[config.mk]
export PLATFORM = sky130hd
export DESIGN_NAME = ram_memory_loader
export DESIGN_NICKNAME = d
export VERILOG_FILES = /design/src/rtl/ram_memory_loader.sv
export SDC_FILE = /design/constraint.sdc
export NUM_CORES = 2
export LEC_CHECK = 0
export BUFFER_PORTS_ARGS = -buffer_cell sky130_fd_sc_hd__buf_2
export CORE_UTILIZATION = 55
export DETAILED_ROUTE_END_ITERATION = 16
export PLACE_DENSITY = 0.73
export SYNTH_ARGS = -nofsm -noshare
export SYNTH_HDL_FRONTEND = slang
export SYNTH_SLANG_ARGS = --single-unit
[constraint.sdc]
create_clock -name i_clock -period 5.2 [get_ports i_clock]
set_input_delay 0 -clock i_clock [delete_from_list [all_inputs] [get_ports i_clock]]
set_output_delay 0 -clock i_clock [all_outputs]
set_load 0.01 [all_outputs]
[src/rtl/ram_memory_loader.sv]
// ram_memory_loader
// Byte-addressed RAM shared by a word loader and a datapath port.
// The loader serialises each accepted word into bytes at an auto-incrementing
// pointer, writing the MSB first. The datapath port does 1-cycle registered word
// reads (big-endian assembly) and byte-enabled writes. The datapath can only write
// while the loader is disabled and idle.

module ram_memory_loader #(
    parameter int NB_DATA    = 32,
    parameter int NB_BYTE    = 8,
    parameter int NB_ADDRESS = 8,
    parameter int RAM_DEPTH  = 256
) (
    input  logic                                i_clock,
    input  logic                                i_reset,
    input  logic                                i_load_enable,
    input  logic                                i_load_valid,
    input  logic [NB_DATA-1:0]                  i_load_data,
    input  logic                                i_clear_pointer,
    output logic                                o_load_ready,
    output logic                                o_load_full,
    output logic [NB_ADDRESS-1:0]               o_load_pointer,
    input  logic [NB_ADDRESS-1:0]               i_address,
    input  logic [NB_DATA-1:0]                  i_write_data,
    input  logic                                i_write_enable,
    input  logic [(NB_DATA/NB_BYTE)-1:0]        i_byte_enable,
    output logic [NB_DATA-1:0]                  o_read_data
);

    localparam int NB_WORD_BYTES = NB_DATA / NB_BYTE;
    localparam int NB_CNT        = (NB_WORD_BYTES > 1) ? $clog2(NB_WORD_BYTES) : 1;
    localparam int NB_IDX        = (RAM_DEPTH > 1) ? $clog2(RAM_DEPTH) : 1;

    typedef enum logic [1:0] {
        ST_IDLE  = 2'd0,
        ST_WRITE = 2'd1,
        ST_DONE  = 2'd2
    } state_t;

    // Reduce a byte address into the physical RAM range.
    function automatic logic [NB_ADDRESS-1:0] mod_depth(input logic [NB_ADDRESS-1:0] a);
        return NB_ADDRESS'(32'(a) % 32'(RAM_DEPTH));
    endfunction

    // Narrow an in-range byte address to the array index width.
    function automatic logic [NB_IDX-1:0] ram_idx(input logic [NB_ADDRESS-1:0] a);
        return NB_IDX'(a);
    endfunction

    logic [NB_BYTE-1:0]    r_ram [0:RAM_DEPTH-1];
    state_t                r_state;
    state_t                w_next_state;
    logic [NB_ADDRESS-1:0] r_pointer;
    logic                  r_full;
    logic [NB_CNT-1:0]     r_byte_cnt;
    logic [NB_DATA-1:0]    r_word;
    logic [NB_DATA-1:0]    r_read_data;
    logic [NB_DATA-1:0]    w_read_word;
    logic [NB_ADDRESS-1:0] w_base;
    logic                  w_ready;
    logic                  w_accept;
    logic                  w_last_byte;
    logic                  w_dp_write;
    logic                  w_clear_ok;

    // The low address bits select a byte within the word, so they are masked off.
    // An aligned address reduced modulo RAM_DEPTH stays aligned because RAM_DEPTH
    // is a multiple of the word size.
    assign w_base      = mod_depth(i_address & ~NB_ADDRESS'(NB_WORD_BYTES - 1));
    // The i_reset term keeps ready low while reset is asserted.
    assign w_ready     = (r_state == ST_IDLE) & i_load_enable & ~r_full & i_reset;
    assign w_accept    = w_ready & i_load_valid;
    assign w_last_byte = (r_byte_cnt == NB_CNT'(NB_WORD_BYTES - 1));
    // The datapath may write only when the loader is disabled and idle.
    assign w_dp_write  = i_write_enable & ~i_load_enable & (r_state == ST_IDLE) & i_reset;
    // A pointer clear is honoured only outside a word being written.
    assign w_clear_ok  = i_clear_pointer & (r_state != ST_WRITE);

    assign o_load_ready   = w_ready;
    assign o_load_full    = r_full;
    assign o_load_pointer = r_pointer;
    assign o_read_data    = r_read_data;

    // Loader state register.
    always_ff @(posedge i_clock or negedge i_reset) begin
        if (!i_reset) begin
            r_state <= ST_IDLE;
        end else begin
            r_state <= w_next_state;
        end
    end

    // Loader next-state logic: an accepted word takes NB_WORD_BYTES write cycles plus one DONE cycle.
    always_comb begin
        w_next_state = r_state;
        case (r_state)
            ST_IDLE: begin
                if (w_accept) begin
                    w_next_state = ST_WRITE;
                end else begin
                    w_next_state = ST_IDLE;
                end
            end
            ST_WRITE: begin
                if (w_last_byte) begin
                    w_next_state = ST_DONE;
                end else begin
                    w_next_state = ST_WRITE;
                end
            end
            ST_DONE: begin
                w_next_state = ST_IDLE;
            end
            default: begin
                w_next_state = ST_IDLE;
            end
        endcase
    end

    // Loader pointer, full flag, byte counter, word shifter, and registered read data.
    always_ff @(posedge i_clock or negedge i_reset) begin
        if (!i_reset) begin
            r_pointer   <= '0;
            r_full      <= 1'b0;
            r_byte_cnt  <= '0;
            r_word      <= '0;
            r_read_data <= '0;
        end else begin
            r_read_data <= w_read_word;
            case (r_state)
                ST_WRITE: begin
                    r_word     <= r_word << NB_BYTE;
                    r_byte_cnt <= r_byte_cnt + NB_CNT'(1);
                    if (r_pointer == NB_ADDRESS'(RAM_DEPTH - 1)) begin
                        r_pointer <= '0;
                        r_full    <= 1'b1;
                    end else begin
                        r_pointer <= r_pointer + NB_ADDRESS'(1);
                    end
                end
                ST_IDLE, ST_DONE: begin
                    if (w_clear_ok) begin
                        r_pointer <= '0;
                        r_full    <= 1'b0;
                    end
                    if (w_accept) begin
                        r_word     <= i_load_data;
                        r_byte_cnt <= '0;
                    end
                end
                default: begin
                    r_byte_cnt <= '0;
                end
            endcase
        end
    end

    // RAM write port. Contents are deliberately not reset, so a partially loaded word keeps its written bytes.
    always_ff @(posedge i_clock) begin
        if (r_state == ST_WRITE) begin
            r_ram[ram_idx(r_pointer)] <= r_word[NB_DATA-1 -: NB_BYTE];
        end else if (w_dp_write) begin
            for (int k = 0; k < NB_WORD_BYTES; k++) begin
                if (i_byte_enable[k]) begin
                    r_ram[ram_idx(w_base + NB_ADDRESS'(NB_WORD_BYTES - 1 - k))] <= i_write_data[k*NB_BYTE +: NB_BYTE];
                end
            end
        end
    end

    // Big-endian word assembly: the lowest address lands in the most significant byte.
    always_comb begin
        w_read_word = '0;
        for (int k = 0; k < NB_WORD_BYTES; k++) begin
            w_read_word[NB_DATA-1-k*NB_BYTE -: NB_BYTE] = r_ram[ram_idx(w_base + NB_ADDRESS'(k))];
        end
    end

endmodule
==> summary by stage <==
Final layout
The fraction of final layout cells sized beyond drive strength 1 is 0.178. At the end of the flow the core is filled with cells to 0.625. Relative to the synthesized area, the layout overhead comes to 12.3%. At the end of the flow, the number of nets in the layout was about 8,000.

STA
The measured slew at the worst slew-check pin is 1.39 ns. Of the available clock period, the critical path in the final layout requires 0.840. Setup violations remaining at the end of the flow were counted as 0. After routing, the total negative slack on setup checks comes to 0 ns. In this run the tightest slew margin relative to its limit is 0.0631. The tightest hold path in the finished design has a slack of roughly 0.024 ns. The minimum clock period is 4.37 ns.

The upper clock frequency limit is 229 MHz. Setup repair after global routing left no endpoint under its margin. The final number of max-transition violations was 0.

The worst setup skew after layout is between 0.03 and 0.04 ns. The total count of hold-check failures in the final report is 0.

Critical path
Data arrives at the worst endpoint at about 4.9 ns. The endpoint class of the critical path is a flip-flop. Along the worst path, the maximum fanout reaches 34. The endpoint identified for the worst register-to-register timing path is r_ram[106][4]. The critical path class is reg -> reg. The setup check on the worst reg-to-reg path leaves a slack of 0.83 ns. The reg-to-reg critical path startpoint is r_state[1]. The worst register-to-register path has a depth of 6. For the worst setup path, the data required time is 5.68 ns. The startpoint type of the worst setup path is a flip-flop.

Detailed routing
For this block, the initial DRC count from the detailed router was 12,700. The count of TritonRoute iterations in the first routing pass is 9. Using the TritonRoute via totals, the vias-per-cell ratio works out to 6.84.

The average routed wire per standard cell is 31.1 um. The remaining antenna violation count is 0. The final layout contains routed wiring with a total length of 326,000 um. The final routed DRC violation total is 0.

The routed layout has 71,600 vias.

Power
The power density normalized to cell area is 415 nW/um2. The worst supply voltage drop on vdd is about 0.49 mV. The share of total power in combinational logic is 0.207. Cell internal power was estimated by the tool at 33.0 mW. Summed over all nets, the switching power comes to 13.6 mW. The analysis attributes to cell leakage a power of about 39 nW.

Of the total power, the share spent switching nets is 0.292. Of the total power, registers draw 0.461. The clock network fraction of total power is 0.332.

Yosys
Synthesis produced a netlist with a net count of 7,863. The mean instance size in the synthesized netlist is 12.8 um2. Summing every instance area after synthesis gives roughly 100,000 um2.

The cell type with the largest total area after synthesis is sky130_fd_sc_hd__edfxtp_1. The share of synthesized area in the top cell type comes to 0.616. Synthesis produced 7,779 cells. The sequential fraction of the synthesis area is 0.636. Yosys printed 0 warnings. By area the synthesized netlist is led by sky130_fd_sc_hd__edfxtp_1 (62%), sky130_fd_sc_hd__mux4_2 (11%), sky130_fd_sc_hd__a21oi_1 (7.9%).

After synthesis, the netlist uses 76 different library cells. Sorting the synthesized cells by how often they occur yields sky130_fd_sc_hd__edfxtp_1 (2,048), sky130_fd_sc_hd__nor2_1 (1,634), sky130_fd_sc_hd__a21oi_1 (1,584), sky130_fd_sc_hd__mux4_2 (469), sky130_fd_sc_hd__clkbuf_1 (414). Counting flops and latches in the post-synthesis netlist gives 2,125. sky130_fd_sc_hd__edfxtp_1 is the most common cell in the netlist. Of all flip-flops after synthesis, the portion carrying an async set or reset was 0.0362.

The commonest register cell after synthesis is sky130_fd_sc_hd__edfxtp_1. Yosys mapped a number of flops with a built-in enable equal to ~2,000.

Worst hold path
The end of the worst hold path is r_ram[248][3]. The cell depth of the worst hold path is 4. The worst hold path begins at i_write_data[27]. The worst hold path belongs to the class in -> reg.

Floorplanning
The number of primary I/O pins is about 120. The core region is about 180,000 um2. The x dimension of the die is between 400 and 500 um. The height of the die is 428 um. The die covers 183,000 um2. The floorplan has 155 rows. The effective utilization at floorplan is 0.556.

Flow run
Across the run, the number of max-cap violations was 0.

Clock tree
The maximum buffer depth of the clock tree is 3. The CTS sink count is between 2,000 and 2,500. The number of H-tree levels is 4. The cell at the root of the clock tree is sky130_fd_sc_hd__clkbuf_16. The clock-pin slew on the worst setup and hold paths is 0.06 ns. The worst-skew pair later-pin latency is 0.88 ns. The post-CTS repair timing setup buffer count is 0. The CTS tree is yes. The number of CTS-inserted buffers is 211.

Global routing
Summed over all layers, the global routing overflow is 0. Entering global routing, the biggest net connects 150 pins. The number of antenna violations at the first check in global routing is 25.

The first global-routing pass estimated 466,000 um of wire. The global router's overall resource usage is 0.350. The via count of the first global-routing pass is 67,700.

Run status
The flow ran to the end, and the final reports show no timing, DRC or antenna violations.

Placed design
The routability-driven placement congestion ratio is 0.976. The port buffer count is approximately 120. The detailed-placement wirelength estimate is 197,000 um.
## registers in the layout (all words and copies together), names as in the netlist
register / count
o_load_full: 1
o_load_pointer: 8
o_read_data: 32
r_byte_cnt: 2
r_ram: 2048
r_state: 2
r_word: 32
## routing by layer
metal  track usage  part of all wire
met1         0.441              0.33
met2         0.520              0.45
met3         0.112              0.15
met4         0.236             0.077
met5             0           0.00037
## worst max-delay path, cell delays in order (launching register included)
cell,delay [ns]
sky130_fd_sc_hd__dfrtp_1,0.50
sky130_fd_sc_hd__nor3b_2,0.59
sky130_fd_sc_hd__nand3_2,0.12
sky130_fd_sc_hd__buf_4,0.37
sky130_fd_sc_hd__mux2i_1,0.46
sky130_fd_sc_hd__nand2_1,0.71
sky130_fd_sc_hd__o31ai_1,1.18
## area by class of cell
class	count	area [um2]
Tap cell	2355	2950
Multi-Input combinational cell	4810	32700
Fill cell	12800	67300
Inverter	21	78.8
Timing Repair Buffer	740	5960
Clock inverter	126	1310
Sequential cell	2125	63400
Antenna cell	30	75.1
Clock buffer	266	5550
## repair_timing
action	CTS	global route
endpoints found under the setup margin	0	0
hold buffers	131	0
resized for setup	0	0
endpoints found under the hold margin	598	0
## how the worst max path moves through the flow
stage,endpoint,start,depth (start not counted),slack [ns]
final,r_ram[106][4],r_state[1],6,0.83
after global routing,r_ram[7][4],r_state[0],6,0.85
after CTS,r_ram[106][1],r_state[1],6,1.12
after detailed placement,r_ram[106][1],r_state[1],6,1.17
after global placement,r_ram[106][0],r_state[1],6,1.29
after floorplan,r_ram[238][1],r_state[1],8,2.34
## cell families after synthesis
logic type	synth area share
compound gates	0.110
xor+xnor	0.000176
fa+ha+maj	0.000251
buf+inv	0.0394
flops	0.636
mux	0.128
simple gates	0.0866
## power by group through the flow
stage | logic [mW] | clock network, mW | registers [mW]
floorplan | 5.85 | 0 | 21.7
global route | 10.1 | 16.0 | 21.5
CTS | 9.25 | 15.4 | 21.4
detailed placement | 8.96 | 0 | 21.8
finish | 9.62 | 15.5 | 21.5
global placement | 8.47 | 0 | 21.8
## through the flow
stage,cell area [um2],setup slack [ns],std cells,total power [mW]
final,112000,0.832,10500,46.6
after global routing,112000,0.848,10500,47.6
after CTS,112000,1.12,10400,46.1
after detailed placement,104000,1.17,9920,30.8
after global placement,104000,1.29,9920,30.3
after floorplan,99800,2.34,7779,27.6
## placed cells by master, fill, tap and decap left out, drive strengths merged, types with 13 or more instances in the layout
| cell type | netlist | final |
|---|---|---|
| a21oi | 1584 | 1584 |
| mux2 | 14 | 14 |
| a22oi | 120 | 120 |
| o31ai | 15 | 15 |
| inv | 21 | 29 |
| o21ai | 236 | 236 |
| dfrtp | 77 | 77 |
| o22ai | 17 | 17 |
| nand3 | 219 | 219 |
| nand2 | 142 | 142 |
| edfxtp | 2048 | 2048 |
| buf | 408 | 608 |
| clkinv | 0 | 90 |
| mux4 | 504 | 504 |
| mux2i | 113 | 113 |
| nor2b | 20 | 20 |
| bufinv | 0 | 22 |
| dlygate4sd3 | 0 | 131 |
| nor3 | 13 | 13 |
| diode | 0 | 30 |
| a22o | 14 | 14 |
| nor2 | 1635 | 1635 |
| a211o | 13 | 13 |
| clkbuf | 415 | 267 |
Note: power is estimated with default switching activity, not from simulation.
